## src/rtl/alu_exec_stage_pkg.sv

```systemverilog
// alu_exec_stage_pkg: ALU opcodes, op-class helpers and processor-flag slot positions
`ifndef ALU_INOUT_WIDTH
`define ALU_INOUT_WIDTH 8
`endif
`ifndef PROC_FLAGS_WIDTH
`define PROC_FLAGS_WIDTH 4
`endif

package pkg_pflags;
    localparam int pf_slot_c = 0;
    localparam int pf_slot_z = 1;
    localparam int pf_slot_n = 2;
    localparam int pf_slot_v = 3;
endpackage

package pkg_alu;
    typedef enum logic [3:0] {
        alu_add, alu_adc, alu_sub, alu_sbc, alu_cmp, alu_and,
        alu_or, alu_xor, alu_rol, alu_ror, alu_rolc, alu_rorc
    } alu_op;

    function automatic logic alu_op_writes_reg(alu_op op);
        return op != alu_cmp;
    endfunction

    function automatic logic alu_op_uses_carry(alu_op op);
        return op inside {alu_adc, alu_sbc, alu_rolc, alu_rorc};
    endfunction
endpackage

```

## src/rtl/alu.sv

```systemverilog
// alu: combinational ALU
//   in : oper, a, b, proc_flags_in (C is the carry/borrow-in)
//   out: out, proc_flags_out (C = carry or borrow, Z, N, V; other slots pass through)
`ifndef ALU_INOUT_WIDTH
`define ALU_INOUT_WIDTH 8
`endif
`ifndef PROC_FLAGS_WIDTH
`define PROC_FLAGS_WIDTH 4
`endif

module alu
    import pkg_alu::*;
    import pkg_pflags::*;
(
    input  alu_op                        oper,
    input  logic [`ALU_INOUT_WIDTH-1:0]  a,
    input  logic [`ALU_INOUT_WIDTH-1:0]  b,
    input  logic [`PROC_FLAGS_WIDTH-1:0] proc_flags_in,
    output logic [`ALU_INOUT_WIDTH-1:0]  out,
    output logic [`PROC_FLAGS_WIDTH-1:0] proc_flags_out
);
    localparam int W = `ALU_INOUT_WIDTH;
    logic cin, c, v;
    logic [1:0] n;
    logic [W:0] sum, dif;
    logic [2*W-1:0] rl, rr;
    logic [2*W+1:0] rlc, rrc;
    assign cin = alu_op_uses_carry(oper) && proc_flags_in[pf_slot_c];
    assign n = b[1:0];
    assign sum = {1'b0, a} + {1'b0, b} + {{W{1'b0}}, cin};
    // top bit of dif is the borrow out
    assign dif = {1'b0, a} - {1'b0, b} - {{W{1'b0}}, cin};
    // rotates done on a doubled copy so the wrapped bits fall into the window
    assign rl = {a, a} << n;
    assign rr = {a, a} >> n;
    assign rlc = {cin, a, cin, a} << n;
    assign rrc = {cin, a, cin, a} >> n;
    always_comb begin
        c = proc_flags_in[pf_slot_c];
        v = 1'b0;
        out = a;
        case (oper)
            alu_add, alu_adc: begin
                {c, out} = sum;
                v = (a[W-1] == b[W-1]) && (sum[W-1] != a[W-1]);
            end
            alu_sub, alu_sbc, alu_cmp: begin
                {c, out} = dif;
                v = (a[W-1] != b[W-1]) && (dif[W-1] != a[W-1]);
            end
            alu_and:  out = a & b;
            alu_or:   out = a | b;
            alu_xor:  out = a ^ b;
            alu_rol:  out = rl[2*W-1:W];
            alu_ror:  out = rr[W-1:0];
            alu_rolc: {c, out} = rlc[2*W+1:W+1];
            alu_rorc: {c, out} = rrc[W:0];
            default: ;
        endcase
    end
    always_comb begin
        proc_flags_out = proc_flags_in;
        proc_flags_out[pf_slot_c] = c;
        proc_flags_out[pf_slot_z] = out == '0;
        proc_flags_out[pf_slot_n] = out[W-1];
        proc_flags_out[pf_slot_v] = v;
    end
endmodule

```

## src/rtl/alu_regfile.sv

```systemverilog
// alu_regfile: NUM_REGS x WIDTH register file, async clear
//   2 combinational read ports (rd_a, rd_b), 1 combinational debug read, 1 sync write port
`ifndef ALU_INOUT_WIDTH
`define ALU_INOUT_WIDTH 8
`endif

module alu_regfile #(
    parameter int NUM_REGS  = 16,
    parameter int REG_IDX_W = $clog2(NUM_REGS),
    parameter int WIDTH     = `ALU_INOUT_WIDTH
) (
    input  logic                 master_clk,
    input  logic                 reset,
    input  logic                 we,
    input  logic [REG_IDX_W-1:0] wr_idx,
    input  logic [WIDTH-1:0]     wr_data,
    input  logic [REG_IDX_W-1:0] rd_a_idx,
    input  logic [REG_IDX_W-1:0] rd_b_idx,
    input  logic [REG_IDX_W-1:0] dbg_idx,
    output logic [WIDTH-1:0]     rd_a_data,
    output logic [WIDTH-1:0]     rd_b_data,
    output logic [WIDTH-1:0]     dbg_data
);
    logic [WIDTH-1:0] regs [NUM_REGS];
    assign rd_a_data = regs[rd_a_idx];
    assign rd_b_data = regs[rd_b_idx];
    assign dbg_data = regs[dbg_idx];
    always_ff @(posedge master_clk or posedge reset) begin
        if (reset) begin
            for (int i = 0; i < NUM_REGS; i++) regs[i] <= '0;
        end else if (we) begin
            regs[wr_idx] <= wr_data;
        end
    end
endmodule

```

## src/rtl/alu_exec_stage.sv

```systemverilog
// alu_exec_stage: execute/writeback stage around one alu with operand and carry bypass
//   in : master_clk, reset, in_valid/in_oper/in_ra/in_rb/in_use_imm/in_imm, hold, dbg_idx
//   out: in_ready, wb_valid/wb_we/wb_idx/wb_data, proc_flags, dbg_data
`ifndef ALU_INOUT_WIDTH
`define ALU_INOUT_WIDTH 8
`endif
`ifndef PROC_FLAGS_WIDTH
`define PROC_FLAGS_WIDTH 4
`endif

module alu_exec_stage
    import pkg_alu::*;
    import pkg_pflags::*;
#(
    parameter int NUM_REGS  = 16,
    parameter int REG_IDX_W = $clog2(NUM_REGS)
) (
    input  logic                          master_clk,
    input  logic                          reset,
    input  logic                          in_valid,
    output logic                          in_ready,
    input  alu_op                         in_oper,
    input  logic [REG_IDX_W-1:0]          in_ra,
    input  logic [REG_IDX_W-1:0]          in_rb,
    input  logic                          in_use_imm,
    input  logic [`ALU_INOUT_WIDTH-1:0]   in_imm,
    input  logic                          hold,
    output logic                          wb_valid,
    output logic                          wb_we,
    output logic [REG_IDX_W-1:0]          wb_idx,
    output logic [`ALU_INOUT_WIDTH-1:0]   wb_data,
    output logic [`PROC_FLAGS_WIDTH-1:0]  proc_flags,
    input  logic [REG_IDX_W-1:0]          dbg_idx,
    output logic [`ALU_INOUT_WIDTH-1:0]   dbg_data
);
    localparam int W = `ALU_INOUT_WIDTH;
    localparam int FW = `PROC_FLAGS_WIDTH;
    logic ex_valid, fwd;
    alu_op ex_oper;
    logic [REG_IDX_W-1:0] ex_ra;
    logic [W-1:0] ex_a, ex_b, alu_out, rd_a, rd_b, op_a, op_b;
    // ex_flags[pf_slot_c] is the carry-in latched at accept
    logic [FW-1:0] ex_flags, alu_flags, flags_next;
    assign in_ready = !hold;
    // the op in EX writes back at the same edge the next op is accepted, so forward its result
    assign fwd = ex_valid && alu_op_writes_reg(ex_oper);
    assign op_a = (fwd && ex_ra == in_ra) ? alu_out : rd_a;
    assign op_b = in_use_imm ? in_imm : ((fwd && ex_ra == in_rb) ? alu_out : rd_b);
    assign flags_next = ex_valid ? alu_flags : proc_flags;
    alu_regfile #(.NUM_REGS(NUM_REGS), .REG_IDX_W(REG_IDX_W), .WIDTH(W)) u_regfile (
        .master_clk(master_clk),
        .reset(reset),
        .we(fwd && !hold),
        .wr_idx(ex_ra),
        .wr_data(alu_out),
        .rd_a_idx(in_ra),
        .rd_b_idx(in_rb),
        .dbg_idx(dbg_idx),
        .rd_a_data(rd_a),
        .rd_b_data(rd_b),
        .dbg_data(dbg_data)
    );
    alu u_alu (
        .oper(ex_oper),
        .a(ex_a),
        .b(ex_b),
        .proc_flags_in(ex_flags),
        .out(alu_out),
        .proc_flags_out(alu_flags)
    );
    always_ff @(posedge master_clk or posedge reset) begin
        if (reset) begin
            ex_valid <= 1'b0;
            ex_oper <= alu_add;
            ex_ra <= '0;
            ex_a <= '0;
            ex_b <= '0;
            ex_flags <= '0;
            wb_valid <= 1'b0;
            wb_we <= 1'b0;
            wb_idx <= '0;
            wb_data <= '0;
            proc_flags <= '0;
        end else if (!hold) begin
            ex_valid <= in_valid;
            if (in_valid) begin
                ex_oper <= in_oper;
                ex_ra <= in_ra;
                ex_a <= op_a;
                ex_b <= op_b;
                ex_flags <= flags_next;
            end
            wb_valid <= ex_valid;
            wb_we <= fwd;
            if (ex_valid) begin
                wb_idx <= ex_ra;
                wb_data <= alu_out;
                proc_flags <= alu_flags;
            end
        end
    end
endmodule

```

## config.mk

```make
export PLATFORM = sky130hd
export DESIGN_NAME = alu_exec_stage
export DESIGN_NICKNAME = d
export VERILOG_FILES = /design/src/rtl/alu_exec_stage_pkg.sv /design/src/rtl/alu.sv /design/src/rtl/alu_regfile.sv /design/src/rtl/alu_exec_stage.sv
export SDC_FILE = /design/constraint.sdc
export NUM_CORES = 1
export LEC_CHECK = 0
export BUFFER_PORTS_ARGS = -buffer_cell sky130_fd_sc_hd__buf_2
export CAP_MARGIN = 10
export CORE_ASPECT_RATIO = 0.75
export CORE_MARGIN = 8
export CORE_UTILIZATION = 34
export DETAILED_ROUTE_END_ITERATION = 8
export PLACE_DENSITY_LB_ADDON = 0.3
export SLEW_MARGIN = 10
export SYNTH_ARGS = -nofsm -noshare
export SYNTH_HDL_FRONTEND = slang
export SYNTH_SLANG_ARGS = --single-unit
```

## constraint.sdc

```tcl
create_clock -name master_clk -period 16 [get_ports master_clk]
set_clock_uncertainty 0.1 [all_clocks]
set_input_delay 1.6 -clock master_clk [delete_from_list [all_inputs] [get_ports master_clk]]
set_output_delay 1.6 -clock master_clk [all_outputs]
set_load 0.02 [all_outputs]
```

### Word-level counts from Yosys, hierarchy flattened

Index checks and enable logic that the tools add are counted.

* flip-flop bits (word level): 172
* logic and storage cells: 101

* order comparisons: 5
* bitwise logic cells: 8
* equality and inequality tests: 18
* reductions and logical operators: 16
* add/sub/neg operators: 4
* shifts and indexed selects: 4
* muxes and demuxes: 19

Operators with widths (count)
* 128-bit bitwise mux: 1
* 8-bit binary-select mux with 4-bit select: 3
* 8-bit 2-to-1 mux: 10
* 8-bit one-hot mux with 9 select lines: 1
* 8-bit demux with 4-bit select: 1
* 5-bit >= comparator (second input constant): 4
* 4-bit NOT with 5-bit output: 4
* 18-bit by 2-bit << shifter with 18-bit output: 1
* 18-bit by 2-bit right shift with 9-bit output: 1
* 4-bit by 3-bit == test with 1-bit output (second input constant): 4
* 4-bit == test (second input constant): 4
* 16-bit by 2-bit << shifter with 16-bit output: 1
* 16-bit by 2-bit right shift with 8-bit output: 1
* 8-bit by 8-bit adder with 9-bit output: 1
* 9-bit by 1-bit adder with 9-bit output: 1
* 8-bit by 8-bit subtractor with 9-bit output: 1
* 9-bit by 1-bit subtractor with 9-bit output: 1
* 8-bit bitwise AND: 1
* 4-bit by 2-bit == test with 1-bit output (second input constant): 2
* 4-bit == test: 2
* 1-bit logical AND: 8
* 8-bit logical NOT: 1
* 8-bit OR: 1
* 8-bit bitwise XOR: 1
* 15 further kinds: 18

### Logic depth before layout (Yosys ltp)

* depth in word-level cells: 8
* gate-level depth with buffers: 16
* gate-level depth less buffers: 13

### Cells and area by module

A second synthesis with hierarchy kept.

* cell total of the unflattened synthesis: 1006
* area, all modules: 12258.0 um2

By module, submodules not included
* alu_regfile: times used 1, seq. area each 3203.1 um2, cells an instance 508, area an instance 7753.7 um2
* alu: times used 1, seq. area each 0.0 um2, cells an instance 306, area an instance 2302.2 um2
* alu_exec_stage: times used 1, seq. area each 1176.1 um2, cells an instance 192, area an instance 2202.1 um2

### Worst setup path before layout

OpenSTA, ideal clock, no wires.

* kind: input port to output port
* start point: input port dbg_idx[0]
* end point: output port dbg_data[0]
* arrival time: 3459 ps
* stages: 4
* path buffers: 2
* path slack: 10841 ps
* data required time: 14300 ps
* cells stage by stage: clkbuf_1 buf_1 mux4_2 mux4_2

* cells in the longest elaborated chain, start to end: 4

RTL lines
* start: declaration: RTL line alu_exec_stage.sv:33 `input logic [REG_IDX_W-1:0] dbg_idx,`
* 4-bit NOT with 5-bit output (not written as such): RTL line alu_regfile.sv:27 `assign dbg_data = regs[dbg_idx];`
* 8-bit binary-select mux with 4-bit select: RTL line alu_regfile.sv:27
* 8-bit 2-to-1 mux (not written as such) (2 in a row): RTL line alu_regfile.sv:27
* end: declaration: RTL line alu_exec_stage.sv:34 `` output logic [`ALU_INOUT_WIDTH-1:0] dbg_data ``

No other way between the ends. The select of a mux whose other input is x is not followed.

### Final worst setup path

* start point: input port dbg_idx[0]
* end point: output port dbg_data[4]

The elaborated chain is that of the path after synthesis.

==> metrics <==
WL per Instance=23.5 um; Tot Pwr=around 2.1 mW; # setup viols final=0; Fillers=roughly 3.4k; I/O pin count=56; clock sink total=171; Hold WS=about 370 ps; crit path capture type=output port; chip height=177 um; nets@finish=1070; clock slew at reported path FFs=~70 ps; Setup TNS=0 ps; Cells after Synth=1014; syn nets=1077; Peak VDD IR=between 60 and 70 uV; CTS tree=built; Synth Register Bits=171; DRC viols=0; H-Tree Depth=4; Final Instance Area=around 0.013 mm^2; yosys synthesis warning count=0; Clock Latency Late Sink=roughly 440 ps; crit path DAT=3500 ps; CP Max Fanout=32; clock power share=20.4%; worst path cell trace=buf_2 -> buf_4 -> mux4_2 -> mux4_2 -> buf_2; status=completed; initial antenna violation count=0; Post-synth EDFFs=0; largest net degree at the start of global routing=105; Chip Width=between 200 and 250 um; Final WS setup=around 11000 ps; PostCTS Resize Cnt=0; ys async rst share=100%; Fin. Hold Viols=0; Max Cap Viol=0; Hold Crit Class=reg2reg; Initial Util=between 30 and 40%; port bufs=55; Multi-input gate area=between 0.006 and 0.007 mm^2; Critical-path top delay cell=mux4_2; register area=around 0.0043 mm^2; Netlist cell types=62; Routed Antenna Nets=0; Worst Path Buf+Inv=3; Post-CTS Setup Repair Bufs=0; Worst Tran Pin Value=just over 1000 ps; CP Data Required Time=14300 ps; first-pass GRT wire length=~54 mm; CP delay by family, top=multiplexers; Slew HR=31.2%; gpl congestion=between 0.8 and 0.9; pre-CTS WS=between 10000 and 15000 ps; RSZ-0062 raised after global routing=no; TritonCTS Buffers=17; Ant. Diodes=0; slowest stage delay, CP=590 ps; vias in the first global route=between 8k and 9k; switching pwr=slightly above 0.8 mW; Longest Clk Path Bufs=2; post-DR vias/cell=a little under 6; Area after DPL=roughly 0.012 mm^2; post-detail-place hpwl=between 20 and 25 mm; Cell Area, Synth=between 0.01 and 0.015 mm^2; Sw Share=39.9%; fin crit share=between 30% and 40%; iteration-0 DRC count of the detailed router=~950; gr ovfl total=0; Gate power share=a little over two fifths; drt first pass iters=5; register share of total power=a little over a third; PwrDens=160 mW/mm^2; core footprint=0.0344 mm^2; setup slack, reg-to-reg=11600 ps; post-layout min period=5200 ps; die area=about 0.04 mm^2; Clock Tree Root=clkbuf_16; area delta synth->final=10.1%; leakage=5.42 nW; via count=around 8.6k; Post-CTS Hold Buffers=0; pins over their slew limit=0; global-route usage over all layers=between 10% and 20%; share of cells above drive strength 1=roughly a third; WS Path Type=in2out; sequential share of the synthesized area=a little over a third; row cnt=59; Critical Path Source Type=input pin; Synth Flop Type=dfrtp_1; P_int=between 1 and 1.5 mW; max frequency=around 190 MHz; Avg Cell Area, Syn=approximately 12 um^2; Routed WL=between 30 and 40 mm
[cells in the mapped netlist, drive strengths merged, types with 4 or more instances]
| master | n | area, um^2 |
|---|---|---|
| a21oi | 39 | 195 |
| clkbuf | 58 | 218 |
| and3 | 9 | 56.3 |
| o21ai | 74 | 370 |
| mux4 | 123 | 2770 |
| mux2 | 97 | 1090 |
| nor3 | 10 | 55.1 |
| buf | 42 | 194 |
| ha | 30 | 375 |
| nand3 | 10 | 50.1 |
| nor2b | 12 | 75.1 |
| nor3b | 7 | 52.6 |
| o22ai | 5 | 31.3 |
| a31oi | 9 | 56.3 |
| mux2i | 28 | 280 |
| inv | 34 | 128 |
| o211ai | 5 | 37.5 |
| nand3b | 9 | 67.6 |
| or4 | 4 | 30.0 |
| o21a | 5 | 37.5 |
| xnor2 | 16 | 140 |
| nand2b | 9 | 56.3 |
| nand4 | 5 | 31.3 |
| a2111oi | 4 | 35.0 |
| nor2 | 43 | 161 |
| fa | 4 | 80.1 |
| o31ai | 4 | 30.0 |
| a221oi | 5 | 43.8 |
| nand2 | 95 | 357 |
| dfrtp | 171 | 4280 |
[power by group through the flow]
stage                     combinational, mW  clock (mW)  sequential, mW
after floorplan                       0.705           0           0.694
after global placement                0.897           0           0.746
after detailed placement              0.910           0           0.747
after CTS                             0.914       0.431           0.740
after global routing                  0.997       0.450           0.769
final                                 0.914       0.425           0.745
[logic make-up (layout without fill, tap and decap cells)]
kind of cell	after synthesis	in the layout	share of synthesized area (%)
and+or+nand+nor	222	222	8.98
buffers and inverters	135	141	4.60
xor gates and xnor gates	18	18	1.34
DFF	171	171	36.3
adders and majority gates	34	34	3.86
AOI/OAI and AO/OA	186	186	9.82
muxes	248	248	35.1
[cell usage in the layout (no fill, tap or decap), types with 4 or more instances in the layout]
master,count
nor3_1,8
or4_1,4
and3_1,9
o21a_1,5
nand2_1,95
a221oi_1,4
o21ai_0,68
xnor2_1,16
a2111oi_0,4
inv_1,33
nand4_1,5
clkbuf_16,17
a31oi_1,9
nor2b_1,11
buf_4,19
mux4_2,123
dfrtp_1,171
mux2_2,95
ha_1,30
o31ai_1,4
fa_1,4
nand2b_1,9
nand3_1,10
inv_6,7
o211ai_1,5
o22ai_1,5
a21oi_1,39
nor3b_1,6
nand3b_1,9
nor2_1,43
mux2i_1,28
buf_2,55
o21ai_1,6
[metrics by stage]
| step | cells | util (%) |
|---|---|---|
| after floorplan | 1014 | - |
| after global placement | 1445 | 36.0 |
| final | 1477 | 37.7 |
| after global routing | 1477 | 37.7 |
| after detailed placement | 1445 | 36.0 |
| after CTS | 1477 | 37.7 |
[layer usage]
metal / part of all wire (%) / GRT usage, % / vias to the layer above
met5: 0 / 0 / -
met4: 2.4 / 5.51 / 0
met3: 8.1 / 4.01 / 47
met2: 43 / 25.2 / 352
met1: 47 / 25.3 / 4379
li1: - / - / 3824
[state kept, by name, indices dropped and copies added, names as in the netlist, 4 cells and up]
name            cells
ex_oper             4
ex_a                8
wb_data             7
wb_idx              4
ex_ra               4
proc_flags          4
u_regfile.regs    128
ex_b                8
[tightest hold or removal path, cell delays in order, from the launching register on]
cell and delay, ps:
dfrtp_1 340, nand2_1 40, o21ai_0 60
[layout make-up]
cell class	count	area share, %
well taps	457	4.40
flip-flops and latches	171	33.0
multi-input cells	708	53.9
clock inverters	14	1.13
clock buffers	18	3.38
repair buffers	74	3.22
inverters	35	1.05
[final timing paths]
path	startpoint	endpoint	cells past startpoint
hold / removal	wb_data[6]	wb_data[6]	2
hold reg to reg	wb_data[6]	wb_data[6]	2
min in group asynchronous	reset	ex_oper[2]	2
setup reg to reg	ex_oper[3]	ex_b[5]	13
max in group asynchronous	reset	u_regfile.regs[99]	3
setup / recovery	dbg_idx[0]	dbg_data[4]	5
(Power assumes the default switching activity.)
